$ cat src/rtl/bus_data_fifo.sv
`default_nettype none
// ============================================================================
// Module   : bus_data_fifo
// Brief    : First-word-fall-through FIFO that captures a non-stallable
//            valid-qualified data stream, dropping and counting overflow words.
// Revision : 1.0 - initial release
// ============================================================================
module bus_data_fifo #(
    parameter int DATA_W = 8,
    parameter int DEPTH  = 8
) (
    input  logic                     clk,
    input  logic                     rst,
    input  logic                     in_valid,
    input  logic [DATA_W-1:0]        in_data,
    output logic                     out_valid,
    input  logic                     out_ready,
    output logic [DATA_W-1:0]        out_data,
    output logic [$clog2(DEPTH):0]   count,
    output logic                     full,
    output logic                     empty,
    output logic                     overflow,
    output logic [7:0]               drop_cnt
);

    localparam int AW = $clog2(DEPTH);
    localparam int CW = AW + 1;

    localparam logic [CW-1:0]     c_depth   = CW'(DEPTH);
    localparam logic [CW-1:0]     c_cnt_one = CW'(1);
    localparam logic [AW-1:0]     c_ptr_one = AW'(1);
    localparam logic [7:0]        c_drop_max = 8'hFF;
    localparam logic [DATA_W-1:0] c_data_zero = '0;

    logic [DATA_W-1:0] r_mem [DEPTH];
    logic [AW-1:0]     r_wr_ptr;
    logic [AW-1:0]     r_rd_ptr;
    logic [CW-1:0]     r_count;
    logic              r_overflow;
    logic [7:0]        r_drop_cnt;

    logic              w_empty;
    logic              w_full;
    logic              w_pop;
    logic              w_push;
    logic              w_drop;

    assign w_empty = (r_count == '0);
    assign w_full  = (r_count == c_depth);
    assign w_pop   = !w_empty && out_ready;
    // A pop in the same cycle frees the slot, so a full FIFO still accepts.
    assign w_push  = in_valid && (!w_full || w_pop);
    assign w_drop  = in_valid && w_full && !w_pop;

    // Storage is not reset; only the pointers decide which entries are live.
    always_ff @(posedge clk) begin
        if (!rst && w_push) begin
            r_mem[r_wr_ptr] <= in_data;
        end
    end

    always_ff @(posedge clk) begin
        if (rst) begin
            r_wr_ptr <= '0;
            r_rd_ptr <= '0;
        end else begin
            if (w_push) begin
                r_wr_ptr <= r_wr_ptr + c_ptr_one;
            end
            if (w_pop) begin
                r_rd_ptr <= r_rd_ptr + c_ptr_one;
            end
        end
    end

    always_ff @(posedge clk) begin
        if (rst) begin
            r_count <= '0;
        end else begin
            case ({w_push, w_pop})
                2'b10:   r_count <= r_count + c_cnt_one;
                2'b01:   r_count <= r_count - c_cnt_one;
                default: r_count <= r_count;
            endcase
        end
    end

    always_ff @(posedge clk) begin
        if (rst) begin
            r_overflow <= 1'b0;
            r_drop_cnt <= '0;
        end else if (w_drop) begin
            r_overflow <= 1'b1;
            if (r_drop_cnt != c_drop_max) begin
                r_drop_cnt <= r_drop_cnt + 8'd1;
            end
        end
    end

    assign out_valid = !w_empty;
    assign out_data  = w_empty ? c_data_zero : r_mem[r_rd_ptr];
    assign count     = r_count;
    assign full      = w_full;
    assign empty     = w_empty;
    assign overflow  = r_overflow;
    assign drop_cnt  = r_drop_cnt;

endmodule
`default_nettype wire

$ cat config.mk
export PLATFORM = sky130hd
export DESIGN_NAME = bus_data_fifo
export DESIGN_NICKNAME = d
export VERILOG_FILES = /design/src/rtl/bus_data_fifo.sv
export SDC_FILE = /design/constraint.sdc
export NUM_CORES = 1
export LEC_CHECK = 0
export ABC_AREA = 1
export BUFFER_PORTS_ARGS = -buffer_cell sky130_fd_sc_hd__buf_2
export CAP_MARGIN = 15
export CORE_MARGIN = 1.5
export CORE_UTILIZATION = 30
export CTS_CLUSTER_DIAMETER = 40
export DETAILED_ROUTE_END_ITERATION = 7
export PLACE_DENSITY_LB_ADDON = 0.25
export SYNTH_ARGS = -nofsm -noshare
export SYNTH_HDL_FRONTEND = slang
export SYNTH_SLANG_ARGS = --single-unit
$ cat constraint.sdc
create_clock -name clk -period 2 [get_ports clk]
set_input_delay 0.3 -clock clk [delete_from_list [all_inputs] [get_ports clk]]
set_output_delay 0.3 -clock clk [all_outputs]
set_load 0.02 [all_outputs]
==> run summary <==
### Global route
• **total global routing overflow** 0
• **initial antenna violation count** 0
• **GR Util All Layers** 13.8%
• **first-pass GRT wire length** 13500 um
• **maximum number of pins on one net before global-route repair** 33
• **number of global-route vias before repair** 2543

### Drt
• **first-iteration detailed-routing DRC count** 212
• **DR pass1 iterations** 4
• **count of antenna-violating nets left after detailed routing** 0
• **vias per inst** 4.75
• **average wire per standard cell** 15.1 um
• **Detailed Route WL** 8520 um
• **number of vias in the routed layout** 2676
• **Residual DRC** 0

### Synth
• **area share of fa/ha/maj cells after synthesis** 1.37%
• **number of distinct standard cells referenced by the synthesized netlist** 29
• **library cell occupying the most area in the post-synthesis netlist** sky130_fd_sc_hd__edfxtp_1
• **post-synthesis compound-gate area fraction** 11.1%
• **YS warnings** 0
• **mean area per synthesized cell** 10.2 sq um
• **ranking of synthesized cells by instance count** sky130_fd_sc_hd__nor2_1, sky130_fd_sc_hd__edfxtp_1, sky130_fd_sc_hd__o21ai_0
• **leading cell type by number of instances after synthesis** sky130_fd_sc_hd__nor2_1
• **Netlist Area Pre-Place** 3670 sq um
• **Synth Net Count** 375
• **biggest area contributors in the synthesized netlist** sky130_fd_sc_hd__edfxtp_1, sky130_fd_sc_hd__dfxtp_1, sky130_fd_sc_hd__nor2_1
• **share of synthesized area occupied by flip-flops and latches** 64.4%
• **Primary FF master, synth** sky130_fd_sc_hd__edfxtp_1
• **number of enable-type register cells in the synthesized netlist** 64
• **area fraction in and, or, nand and nor cells after synthesis** 17.5%
• **share of the synthesized area in the top cell type** 52.4%
• **portion of netlist area occupied by mux cells** 0%
• **Synth Area in XOR/XNOR** 1.19%
• **main combinational cell family by area after synthesis** simple AND/OR/NAND/NOR gates
• **share of flip-flops with an asynchronous set or reset** 0%
• **post-synthesis register bit count** 86
• **count of mapped cells out of synthesis** 359

### Placed design
• **input/output buffers** 35
• **Post-Place Cells** 543
• **routability cong.** 0.818
• **DP HPWL** 5820 um

### Power and ir drop
• **peak supply drop** 662 uV
• **leakage dissipation** 0.00175 uW
• **Design Power** 5520 uW
• **power per cell area** 1210 nW/um^2

### Critical path
• **most numerous cell on the critical path** sky130_fd_sc_hd__nor2_1
• **element type at the critical path end** output port
• **maximum net fanout on the critical path** 7
• **Worst Path Class, Setup** register to output port
• **register-to-register path setup slack** 0.21 ns
• **largest incremental delay on the critical path** 0.41 ns
• **cell class contributing the biggest share of worst-path delay** buffers and inverters
• **Critical Path, Cell by Cell** clkinvlp_4, buf_6, nor2_2, o32ai_2, nor2_1, nor2_1, buf_4
• **nature of the critical path startpoint** register
• **CP bufs+invs** 3
• **Worst EP arrival** 1.67 ns
• **Crit-path slowest cell** sky130_fd_sc_hd__dfxtp_4
• **required time of the critical path** 1.70 ns

### Timing
• **post-layout min period** 1.97 ns
• **final number of max-transition violations** 0
• **setup total negative slack** 0 ns
• **Hold Worst Slack** 0.212 ns
• **slew at the pin closest to its max-slew limit** 0.354 ns
• **f_max** 507 MHz
• **share of the clock period used by the worst path** 98.6%
• **unrepaired setup endpoints after global routing** true
• **Max Clock Skew** 0.00665 ns
• **count of final setup violators** 0
• **Slew headroom** 76.4%
• **hold violation count in the final report** 0

### Run status
• **status** finished, final reports clean

### Die
• **die height** 114 um
• **ports placed on the boundary** 36
• **Die Outline Area** 12900 sq um
• **Floorplan Core Area** 12000 sq um
• **die boundary width** 114 um
• **Initial Utilization** 30.6%
• **standard-cell rows** 40

### Finish
• **number of filler instances in the final layout** 1183
• **Final Instance Count excl. Fillers** 563
• **number of antenna diodes** 0
• **Post-layout nets** 427
• **Post-Route Utilization** 38.1%
• **Area growth, synth to finish** 24.4%
• **layout cell share with drive strength beyond 1** 22.8%

### Clocking
• **root buffer cell** sky130_fd_sc_hd__clkbuf_16
• **clock tree from TritonCTS** done
• **clk buf depth** 2
• **CTS clk-pin slew, worst paths** 0.06 ns
• **later-pin clock latency in the skew report** 0.33 ns
• **CTS Sinks** 86
• **total CTS buffers** 9
• **# H-tree levels** 3

### Flow run
• **max-capacitance violation count** 0

### Hold path
• **class of the tightest hold or removal check** primary input to register

cells by family (layout without fill, tap and decap cells):
family,after synthesis,after routing
compound gates,74,74
xor+xnor,5,5
fa+ha+maj,4,4
buf+inv,40,97
flops,86,86
simple gates,150,150
final cells by class:
cell class | count | area, sq um | area share, %
Timing Repair Buffer | 52 | 362 | 7.93
Clock buffer | 9 | 225 | 4.94
Timing Repair inverter | 1 | 7.51 | 0.165
Clock inverter | 7 | 93.8 | 2.06
Sequential cell | 86 | 2370 | 51.9
Inverter | 28 | 111 | 2.44
Multi-Input combinational cell | 233 | 1210 | 26.6
Tap cell | 147 | 184 | 4.03
report_power, final:
| part | total [uW] | switching (uW) | internal, uW |
|---|---|---|---|
| combinational | 1640 | 1020 | 616 |
| sequential | 2120 | 107 | 2010 |
| clock | 1770 | 675 | 1100 |
| total | 5520 | 1800 | 3720 |
layout by cell type, fill, tap and decap left out, types with 2 or more instances in the layout:
cell / Yosys / final
sky130_fd_sc_hd__clkinv_2: 1 / 2
sky130_fd_sc_hd__buf_12: 0 / 2
sky130_fd_sc_hd__buf_2: 7 / 30
sky130_fd_sc_hd__nor3_1: 6 / 6
sky130_fd_sc_hd__bufinv_16: 0 / 2
sky130_fd_sc_hd__o32ai_2: 0 / 6
sky130_fd_sc_hd__o21ai_1: 2 / 15
sky130_fd_sc_hd__o21ai_2: 1 / 2
sky130_fd_sc_hd__nand4_1: 3 / 3
sky130_fd_sc_hd__a21oi_1: 13 / 13
sky130_fd_sc_hd__inv_4: 1 / 2
sky130_fd_sc_hd__inv_6: 0 / 2
sky130_fd_sc_hd__nand2_2: 3 / 3
sky130_fd_sc_hd__clkbuf_16: 0 / 10
sky130_fd_sc_hd__inv_1: 24 / 24
sky130_fd_sc_hd__nand3_1: 6 / 6
sky130_fd_sc_hd__xor2_1: 4 / 4
sky130_fd_sc_hd__buf_4: 0 / 18
sky130_fd_sc_hd__nor2_4: 1 / 3
sky130_fd_sc_hd__nor2_2: 1 / 4
sky130_fd_sc_hd__clkinvlp_4: 0 / 2
sky130_fd_sc_hd__nor2_1: 82 / 77
sky130_fd_sc_hd__dfxtp_1: 22 / 21
sky130_fd_sc_hd__edfxtp_1: 64 / 64
sky130_fd_sc_hd__nand2_1: 43 / 43
sky130_fd_sc_hd__o21ai_0: 49 / 35
sky130_fd_sc_hd__ha_1: 4 / 4
sky130_fd_sc_hd__nand3_2: 2 / 2
sky130_fd_sc_hd__o32ai_1: 8 / 2
per-layer routing:
layer | vias up | GRT usage [%] | wire length, um
met5 | - | 0 | 0
met4 | 0 | 4.42 | 68
met3 | 4 | 3.51 | 408
met2 | 78 | 22.5 | 4040
met1 | 1255 | 18.1 | 4010
li1 | 1339 | - | -
state kept, by name (all words and copies together) (netlist names), named ones only:
signal / flops
drop_cnt: 8
r_rd_ptr: 3
count: 4
overflow: 1
r_mem: 64
r_wr_ptr: 3
worst paths after layout:
path                                  start     endpoint  depth (start not counted)
worst max-delay path               register  out_data[7]                          7
worst min-delay path                    rst  drop_cnt[3]                          2
worst max register to register     count[2]  r_mem[1][4]                          9
worst min register to register  r_rd_ptr[2]  r_rd_ptr[2]                          2
stage by stage:
| step | area, sq um | setup slack, ns |
|---|---|---|
| CTS | 4460 | 0.000122 |
| finish | 4560 | 0.0281 |
| global route | 4560 | -0.0316 |
| global placement | 4090 | 0.202 |
| detailed placement | 4090 | 0.230 |
| floorplan | 3670 | -0.111 |
what timing repair did:
action                                  CTS  global route
gates cloned                              1             1
hold buffers                              0             0
resized for setup                         8            32
setup buffers                             2             0
endpoints found under the setup margin    8             8
pin swaps                                 0             5
No activity file was read; power rests on OpenSTA's default activity.
